<file path="config.mk">
export PLATFORM = sky130hd
export DESIGN_NAME = pipeline_hazard_controller
export DESIGN_NICKNAME = d
export VERILOG_FILES = /design/src/rtl/hazard_pkg.sv /design/src/rtl/sat_counter.sv /design/src/rtl/pipeline_hazard_controller.sv
export SDC_FILE = /design/constraint.sdc
export NUM_CORES = 1
export LEC_CHECK = 0
export BUFFER_PORTS_ARGS = -buffer_cell sky130_fd_sc_hd__buf_2
export CORE_ASPECT_RATIO = 0.5
export CORE_UTILIZATION = 35
export CTS_CLUSTER_DIAMETER = 40
export DETAILED_ROUTE_END_ITERATION = 6
export PLACE_DENSITY = 0.54
export REMOVE_ABC_BUFFERS = 1
export SYNTH_ARGS = -nofsm -noshare
export SYNTH_HDL_FRONTEND = slang
export SYNTH_SLANG_ARGS = --single-unit
</file>
<file path="constraint.sdc">
create_clock -name clk -period 2.2 [get_ports clk]
set_input_delay 0.11 -clock clk [delete_from_list [all_inputs] [get_ports clk]]
set_output_delay 0.11 -clock clk [all_outputs]
set_load 0.02 [all_outputs]
</file>
<file path="src/rtl/hazard_pkg.sv">
// Shared types and sizing helpers for the pipeline hazard controller.
package hazard_pkg;

  typedef enum logic [1:0] {
    IDLE     = 2'd0,
    LD_STALL = 2'd1,
    BR_FLUSH = 2'd2
  } state_t;

  localparam int unsigned REG_ADDR_W_DEF        = 5;
  localparam int unsigned LOAD_STALL_CYCLES_DEF = 1;
  localparam int unsigned BRANCH_PENALTY_DEF    = 1;

  // rem only ever holds (max - 1), so $clog2(max) bits suffice; keep at least one bit.
  function automatic int unsigned rem_width(input int unsigned a, input int unsigned b);
    int unsigned m;
    m = (a > b) ? a : b;
    return (m < 2) ? 1 : $clog2(m);
  endfunction

  localparam int unsigned REM_W_DEF = rem_width(LOAD_STALL_CYCLES_DEF, BRANCH_PENALTY_DEF);

endpackage

</file>
<file path="src/rtl/sat_counter.sv">
// Enable-driven up-counter that sticks at all-ones instead of wrapping.
module sat_counter #(
  parameter int unsigned CNT_W = 32
) (
  input  logic             clk,
  input  logic             rst,
  input  logic             en,
  output logic [CNT_W-1:0] count
);

  logic [CNT_W-1:0] count_q, count_d;

  always_comb begin
    count_d = count_q;
    if (en && (count_q != '1)) begin
      count_d = count_q + CNT_W'(1);
    end
  end

  always_ff @(posedge clk or posedge rst) begin
    if (rst) begin
      count_q <= '0;
    end else begin
      count_q <= count_d;
    end
  end

  assign count = count_q;

endmodule

</file>
<file path="src/rtl/pipeline_hazard_controller.sv">
// ID-stage hazard controller: multi-cycle load-use stall, branch flush penalty,
// EX-busy freeze, and saturating stall/flush performance counters.
module pipeline_hazard_controller
  import hazard_pkg::*;
#(
  parameter int unsigned REG_ADDR_W        = REG_ADDR_W_DEF,
  parameter int unsigned LOAD_STALL_CYCLES = LOAD_STALL_CYCLES_DEF,
  parameter int unsigned BRANCH_PENALTY    = BRANCH_PENALTY_DEF,
  parameter int unsigned CNT_W             = 32
) (
  input  logic                  clk,
  input  logic                  rst,
  input  logic                  id_ex_mem_read,
  input  logic [REG_ADDR_W-1:0] id_ex_rd,
  input  logic [REG_ADDR_W-1:0] id_rs1,
  input  logic [REG_ADDR_W-1:0] id_rs2,
  input  logic                  id_uses_rs1,
  input  logic                  id_uses_rs2,
  input  logic                  branch_taken,
  input  logic                  ex_busy,
  output logic                  pc_write,
  output logic                  if_id_write,
  output logic                  id_ex_write,
  output logic                  id_ex_bubble,
  output logic                  if_id_flush,
  output logic [CNT_W-1:0]      stall_cnt,
  output logic [CNT_W-1:0]      flush_cnt
);

  localparam int unsigned     REM_W  = rem_width(LOAD_STALL_CYCLES, BRANCH_PENALTY);
  localparam logic [REM_W-1:0] LD_REM = REM_W'(LOAD_STALL_CYCLES - 1);
  localparam logic [REM_W-1:0] BR_REM = REM_W'(BRANCH_PENALTY - 1);

  state_t           state_q, state_d;
  logic [REM_W-1:0] rem_q, rem_d;
  logic             haz;
  logic             stall_inc;
  logic             flush_inc;

  always_comb begin
    haz = id_ex_mem_read && (id_ex_rd != '0) &&
          ((id_uses_rs1 && (id_rs1 == id_ex_rd)) ||
           (id_uses_rs2 && (id_rs2 == id_ex_rd)));

    state_d      = state_q;
    rem_d        = rem_q;
    pc_write     = 1'b1;
    if_id_write  = 1'b1;
    id_ex_write  = 1'b1;
    id_ex_bubble = 1'b0;
    if_id_flush  = 1'b0;
    stall_inc    = 1'b0;
    flush_inc    = 1'b0;

    if (rst) begin
      pc_write     = 1'b0;
      if_id_write  = 1'b0;
      id_ex_bubble = 1'b1;
      if_id_flush  = 1'b1;
    end else if (ex_busy) begin
      // Freeze: state/rem hold, so an interrupted stall resumes where it left off.
      pc_write    = 1'b0;
      if_id_write = 1'b0;
      id_ex_write = 1'b0;
      stall_inc   = 1'b1;
    end else if (branch_taken) begin
      id_ex_bubble = 1'b1;
      if_id_flush  = 1'b1;
      flush_inc    = 1'b1;
      if (BRANCH_PENALTY > 1) begin
        state_d = BR_FLUSH;
        rem_d   = BR_REM;
      end else begin
        state_d = IDLE;
        rem_d   = '0;
      end
    end else begin
      case (state_q)
        BR_FLUSH: begin
          if_id_flush = 1'b1;
          flush_inc   = 1'b1;
          if (rem_q <= REM_W'(1)) begin
            state_d = IDLE;
            rem_d   = '0;
          end else begin
            rem_d = rem_q - REM_W'(1);
          end
        end
        LD_STALL: begin
          pc_write     = 1'b0;
          if_id_write  = 1'b0;
          id_ex_bubble = 1'b1;
          stall_inc    = 1'b1;
          if (rem_q <= REM_W'(1)) begin
            state_d = IDLE;
            rem_d   = '0;
          end else begin
            rem_d = rem_q - REM_W'(1);
          end
        end
        default: begin
          if (haz) begin
            pc_write     = 1'b0;
            if_id_write  = 1'b0;
            id_ex_bubble = 1'b1;
            stall_inc    = 1'b1;
            if (LOAD_STALL_CYCLES > 1) begin
              state_d = LD_STALL;
              rem_d   = LD_REM;
            end
          end
        end
      endcase
    end
  end

  always_ff @(posedge clk or posedge rst) begin
    if (rst) begin
      state_q <= IDLE;
      rem_q   <= '0;
    end else begin
      state_q <= state_d;
      rem_q   <= rem_d;
    end
  end

  sat_counter #(.CNT_W(CNT_W)) u_stall_cnt (
    .clk   (clk),
    .rst   (rst),
    .en    (stall_inc),
    .count (stall_cnt)
  );

  sat_counter #(.CNT_W(CNT_W)) u_flush_cnt (
    .clk   (clk),
    .rst   (rst),
    .en    (flush_inc),
    .count (flush_cnt)
  );

endmodule

</file>
==> impl_metrics.yaml, run 1 <==
clock_tree:
  cts_buffer_depth: 2
  cts_hold_buf: 1
  cts_tree: "built"
  cts_num_sinks: 64
  clk_latency_ns: 0.32
  cts_resized: 0
  ctsRootBufferMaster: "clkbuf_16"
  cts_setup_buffers: 0
  ctsHtreeMaxLevel: 3
  path_clk_slew_ns: 0.05
  numCtsBuffers: 9
place:
  dp_hpwl_um: 5500
  io_buffers: 90
  place_area_um2: 3860
  dp.cells: 517
  place_congestion: 0.834
sta:
  hold_violations: 0
  fmax_mhz: 494
  setup_violations: 0
  rsz0062_at_grt: "no"
  worstMarginPinSlew_ns: 0.524
  relSlewSlack_pct: 64.8
  fin_crit_sh_pct: 91.9
  period_needed_ns: 2.02
  drv_slew: 0
  skew_ns: 0.00450
  setup_tns_ns: 0
global_route:
  met1_usage_pct: 21.2
  grt_pass1_vias: 2460
  grt_max_degree: 65
  grt_use_met3_pct: 5.01
  grt_pass1_wl_um: 12400
  grt_util_met2_pct: 25.9
  grt_antenna_before_repair: 0
  overflow: 0
  track_usage_pct: 16.3
  grt.busiest_layer: "met2"
power:
  p_per_area_nw_per_um2: 820
  sequentialPowerShare_pct: 41.1
  power_frac_comb_pct: 14.9
  p_total_w: 0.00344
  p_int_w: 0.00249
  p_sw_w: 0.000947
  p_leak_nw: 2.13
  p_clk_share_pct: 44.0
  ir_worst_vdd_mv: 0.398
  swShare_pct: 27.5
critical_path:
  arrival_ns: 2.27
  crit_path_start: "u_flush_cnt.count[8]"
  cp-start-kind: "flop"
  endpoint_kind: "flop"
  r2r_start: "u_flush_cnt.count[8]"
  crit_required_ns: 2.44
  crit_fanout: 12
  path_class: "reg -> reg"
layout:
  nNetsFinal: 436
  num_antenna_cells: 0
  instances_no_fill: 534
  area_growth_pct: 29.4
  fill_cells: 843
  fin_area_um2: 4200
  layout-drive-gt1-share_pct: 30.7
logic_synthesis:
  synthesis.area_um2: 3240
  synth_flop_cell: "dfrtp_1"
  yosysUniqueCellTypes: 38
  synthArstFlopShare_pct: 100
  synthCells: 308
  yosys_register_bits: 64
  yosysTopAreaCell: "dfrtp_1"
  yosys_warnings: 0
  synth_area_leaders: "dfrtp_1, xnor2_1, xor2_1"
  ys_seq_area_share_pct: 49.4
  synth_area_per_cell_um2: 10.5
  synth-edff-count: 0
  yosys.area.top_type_share_pct: 49.4
run_status:
  violations: "design-rule violations"
  status: "finished with violations"
die:
  die_h_um: 70.1
  start_util_pct: 36.6
  die_w_um: 138
  row_count: 24
  io-pin-count: 91
  die_area_um2: 9680
  core_um2: 8860
detailed_routing:
  drt_iter0_drc: 140
  wl_per_cell_um: 13.9
  routed_wl_um: 7410
  vias: 2579
  vias_per_cell: 4.83
  ant_nets: 0
  drt_pre_antenna_iters: 6
  drc_errors: 5
hold_path:
  hold_path.class: "in -> reg"
  min-delay-start: "ex_busy"
job:
  maxCapViolCount: 0
-- cells by family (layout without fill, tap and decap cells) --
| kind of cell | after synthesis | count (layout) | synth area share [%] |
|---|---|---|---|
| XOR/XNOR | 72 | 72 | 19.4 |
| AO/OA/AOI/OAI | 11 | 11 | 3.09 |
| flip-flops | 64 | 64 | 49.4 |
| AND/OR/NAND/NOR | 140 | 140 | 23.5 |
| adder cells (fa/ha/maj) | 2 | 2 | 0.771 |
| multiplexers | 2 | 2 | 0.810 |
| buffers and inverters | 17 | 126 | 3.01 |
-- registers in the layout (all words and copies together) (netlist names) --
signal             cells
u_stall_cnt.count     32
u_flush_cnt.count     32
-- worst max-delay path: stages, from the launching register on --
cell and delay [ns]:
dfrtp_1 0.43, and4_4 0.29, nand4_4 0.14, or3_4 0.42, o21a_1 0.33, nand4_1 0.19
xnor2_1 0.13
-- per-stage QoR --
stage | hold WS [ns] | setup slack (ns) | utilization, %
2_1_floorplan | 0.367 | 0.0635 | -
3_3_place_gp | 0.243 | 0.258 | 43.6
3_5_place_dp | 0.253 | 0.211 | 43.6
4_1_cts | 0.294 | 0.174 | 47.4
5_1_grt | 0.338 | 0.0548 | 47.4
6_report | 0.297 | 0.178 | 47.4
-- cell usage after synthesis (all sizes together), types with 4 or more instances --
cell / number
nor2: 23
xnor2: 44
dfrtp: 64
and3: 12
nor4: 5
nand2: 19
o21a: 4
inv: 9
buf: 5
nand4: 20
xor2: 28
nand3: 35
nor3: 16
-- routing by layer --
metal	vias to the layer above	share of wire (%)
met5	-	0
met4	0	1.5
met3	12	3.7
met2	44	48
met1	1247	46
li1	1276	-
-- layout make-up --
class / instances / area (um2) / area share (%)
clock buffers: 10 / 239 / 5.70
clock inverters: 6 / 82.6 / 1.97
inverters: 9 / 33.8 / 0.805
multi-input cells: 227 / 1540 / 36.8
flip-flops and latches: 64 / 1600 / 38.2
well taps: 117 / 146 / 3.49
repair buffers: 101 / 548 / 13.1
-- cells in the final DEF, fill, tap and decap left out, types with 2 or more instances in the layout --
| cell type | n |
|---|---|
| buf_2 | 90 |
| dfrtp_1 | 64 |
| xnor2_1 | 44 |
| nand3_1 | 35 |
| xor2_1 | 28 |
| nor2_1 | 23 |
| nand2_1 | 19 |
| nand4_1 | 18 |
| nor3_1 | 14 |
| and3_1 | 12 |
| clkbuf_16 | 9 |
| buf_4 | 9 |
| inv_1 | 8 |
| nor4_1 | 4 |
| o21a_1 | 4 |
| clkinv_2 | 3 |
| nor3_2 | 2 |
| and4_1 | 2 |
| ha_1 | 2 |
| bufinv_16 | 2 |
-- power groups by stage --
stage	clock network (W)	registers [W]	logic, W
after floorplan	0	0.00153	0.000205
after global placement	0	0.00143	0.000499
after detailed placement	0	0.00144	0.000514
after CTS	0.00156	0.00142	0.000517
after global routing	0.00161	0.00144	0.000560
final	0.00151	0.00141	0.000512
-- worst paths after layout --
kind	slack, ns	endpoint	cells after the start
worst max-delay path	0.18	u_flush_cnt.count[17]	6
min in group asynchronous	0.46	u_flush_cnt.count[6]	4
worst min-delay path	0.30	u_stall_cnt.count[1]	3
worst min register to register	0.49	u_flush_cnt.count[26]	1
worst max register to register	0.18	u_flush_cnt.count[17]	6
max in group asynchronous	1.47	u_stall_cnt.count[11]	4
No activity file was read; power rests on OpenSTA's default activity.
==> run 2, diff against run 1 <==
- REMOVE_ABC_BUFFERS: 1 -> unset
==> impl_metrics.yaml, run 2 (synthesis gave the netlist of run 1 again) <==
sta:
  hold_violations: 0
  fin_crit_sh_pct: 91.3
  period_needed_ns: 2.01
  skew_ns: 0.00519
  worstMarginPinSlew_ns: 0.636
  drv_slew: 0
  fmax_mhz: 498
  setup_violations: 0
  setup_ws_ns: 0.192
  rsz0062_at_grt: "no"
  setup_tns_ns: 0
  relSlewSlack_pct: 57.5
layout:
  area_growth_pct: 29.2
  layout_commonest_cell: "buf_2"
  fill_cells: 864
  final_core_util_pct: 47.3
  seqCellArea_um2: 1600
  multiInputGateArea_um2: 1540
  layout-drive-gt1-share_pct: 31.1
  nNetsFinal: 440
  final_cell_mix: "buf_2, dfrtp_1, xnor2_1, nand3_1, xor2_1"
  num_antenna_cells: 0
global_route:
  grt_pass1_wl_um: 12700
  grt_pass1_vias: 2588
  grt_max_degree: 65
  overflow: 0
  track_usage_pct: 16.5
  grt_antenna_before_repair: 0
place:
  place_congestion: 0.811
  io_buffers: 90
  dp_hpwl_um: 5440
  place_ws_ns: 0.207
detailed_routing:
  drt_iter0_drc: 119
  ant_nets: 0
  wl_per_cell_um: 13.8
  vias: 2637
  vias_per_cell: 4.90
  drt_pre_antenna_iters: 6
  drc_errors: 7
  routed_wl_um: 7430
clock_tree:
  path_clk_slew_ns: 0.05
  ctsHtreeMaxLevel: 3
  ctsRootBufferMaster: "clkbuf_16"
  numCtsBuffers: 9
  clk_latency_ns: 0.32
  cts_resized: 0
  cts_buffer_depth: 2
  cts_num_sinks: 64
  cts_tree: "built"
logic_synthesis:
  synth_nets: 332
power:
  p_int_w: 0.00234
  ir_worst_vdd_mv: 0.594
  swShare_pct: 28.6
  p_per_area_nw_per_um2: 781
  p_clk_share_pct: 40.7
  sequentialPowerShare_pct: 43.1
  p_leak_nw: 2.14
  p_sw_w: 0.000936
  power_frac_comb_pct: 16.2
die:
  io-pin-count: 91
  die_w_um: 138
  die_h_um: 70.1
  core_um2: 8860
  die_area_um2: 9680
  row_count: 24
  start_util_pct: 36.6
run_status:
  violations: "design-rule violations"
  status: "finished with violations"
critical_path:
  path_class: "reg -> reg"
  crit_required_ns: 2.40
  arrival_ns: 2.21
  cp-start-kind: "flop"
  endpoint_kind: "flop"
  crit_fanout: 8
job:
  maxCapViolCount: 0
hold_path:
  hold_path.class: "in -> async"
## run 2: cell types whose count changed in the layout (fill, tap and decap cells not counted), sizes merged
| cell | before | now |
|---|---|---|
| buf | 100 | 104 |
| clkbuf | 10 | 13 |
| bufinv | 2 | 0 |
| clkinvlp | 1 | 0 |
## run 2: repair_timing
action / CTS / global route
hold buffers: 1 / 0
buffers inserted: 0 / 0
endpoints found under the hold margin: 64 / 0
## run 2: worst paths after layout
| kind | start | end | slack (ns) | cells past startpoint |
|---|---|---|---|---|
| max reg2reg | u_flush_cnt.count[8] | u_flush_cnt.count[1] | 0.19 | 5 |
| min | rst | u_flush_cnt.count[0] | 0.47 | 4 |
| min reg2reg | u_flush_cnt.count[30] | u_flush_cnt.count[30] | 0.48 | 1 |
| min in group clk | u_flush_cnt.count[30] | u_flush_cnt.count[30] | 0.48 | 1 |
| max | u_flush_cnt.count[8] | u_flush_cnt.count[1] | 0.19 | 5 |
| max in group asynchronous | rst | u_stall_cnt.count[3] | 1.46 | 4 |
## run 2: area by class of cell
cell class,count,share of cell area [%]
inverters,9,0.806
repair buffers,105,13.8
clock buffers,13,6.45
clock inverters,3,0.358
multi-input cells,227,36.9
well taps,117,3.49
flip-flops and latches,64,38.2
## run 2: critical path, cell delays in order, from the launching register on
cell     delay [ns]
dfrtp_1        0.43
and4_4         0.28
nand4_4        0.14
or3_4          0.42
o21a_1         0.29
mux2_4         0.33
## run 2: routing by layer
metal | vias up | share of wire (%) | track usage (%)
li1 | 1285 | - | -
met1 | 1305 | 47 | 20.5
met2 | 45 | 49 | 27.6
met3 | 2 | 3.8 | 5.08
met4 | 0 | 0.39 | 5.62
met5 | - | 0 | 0
## run 2: metrics by stage
| stage | hold WS, ns | cells | instance area [um2] | total power [W] |
|---|---|---|---|---|
| global placement | 0.242 | 521 | 3890 | 0.00194 |
| global route | 0.501 | 538 | 4190 | 0.00344 |
| detailed placement | 0.261 | 521 | 3890 | 0.00196 |
| finish | 0.465 | 538 | 4190 | 0.00327 |
| floorplan | 0.310 | 308 | 3240 | 0.00174 |
| CTS | 0.459 | 538 | 4190 | 0.00333 |
## run 2: power by group through the flow
stage          Combinational [W]  Clock, W  Sequential, W
4_1_cts                 0.000538   0.00138        0.00141
6_report                0.000529   0.00133        0.00141
3_3_place_gp            0.000524         0        0.00142
3_5_place_dp            0.000537         0        0.00143
2_1_floorplan           0.000213         0        0.00153
5_1_grt                 0.000578   0.00143        0.00143
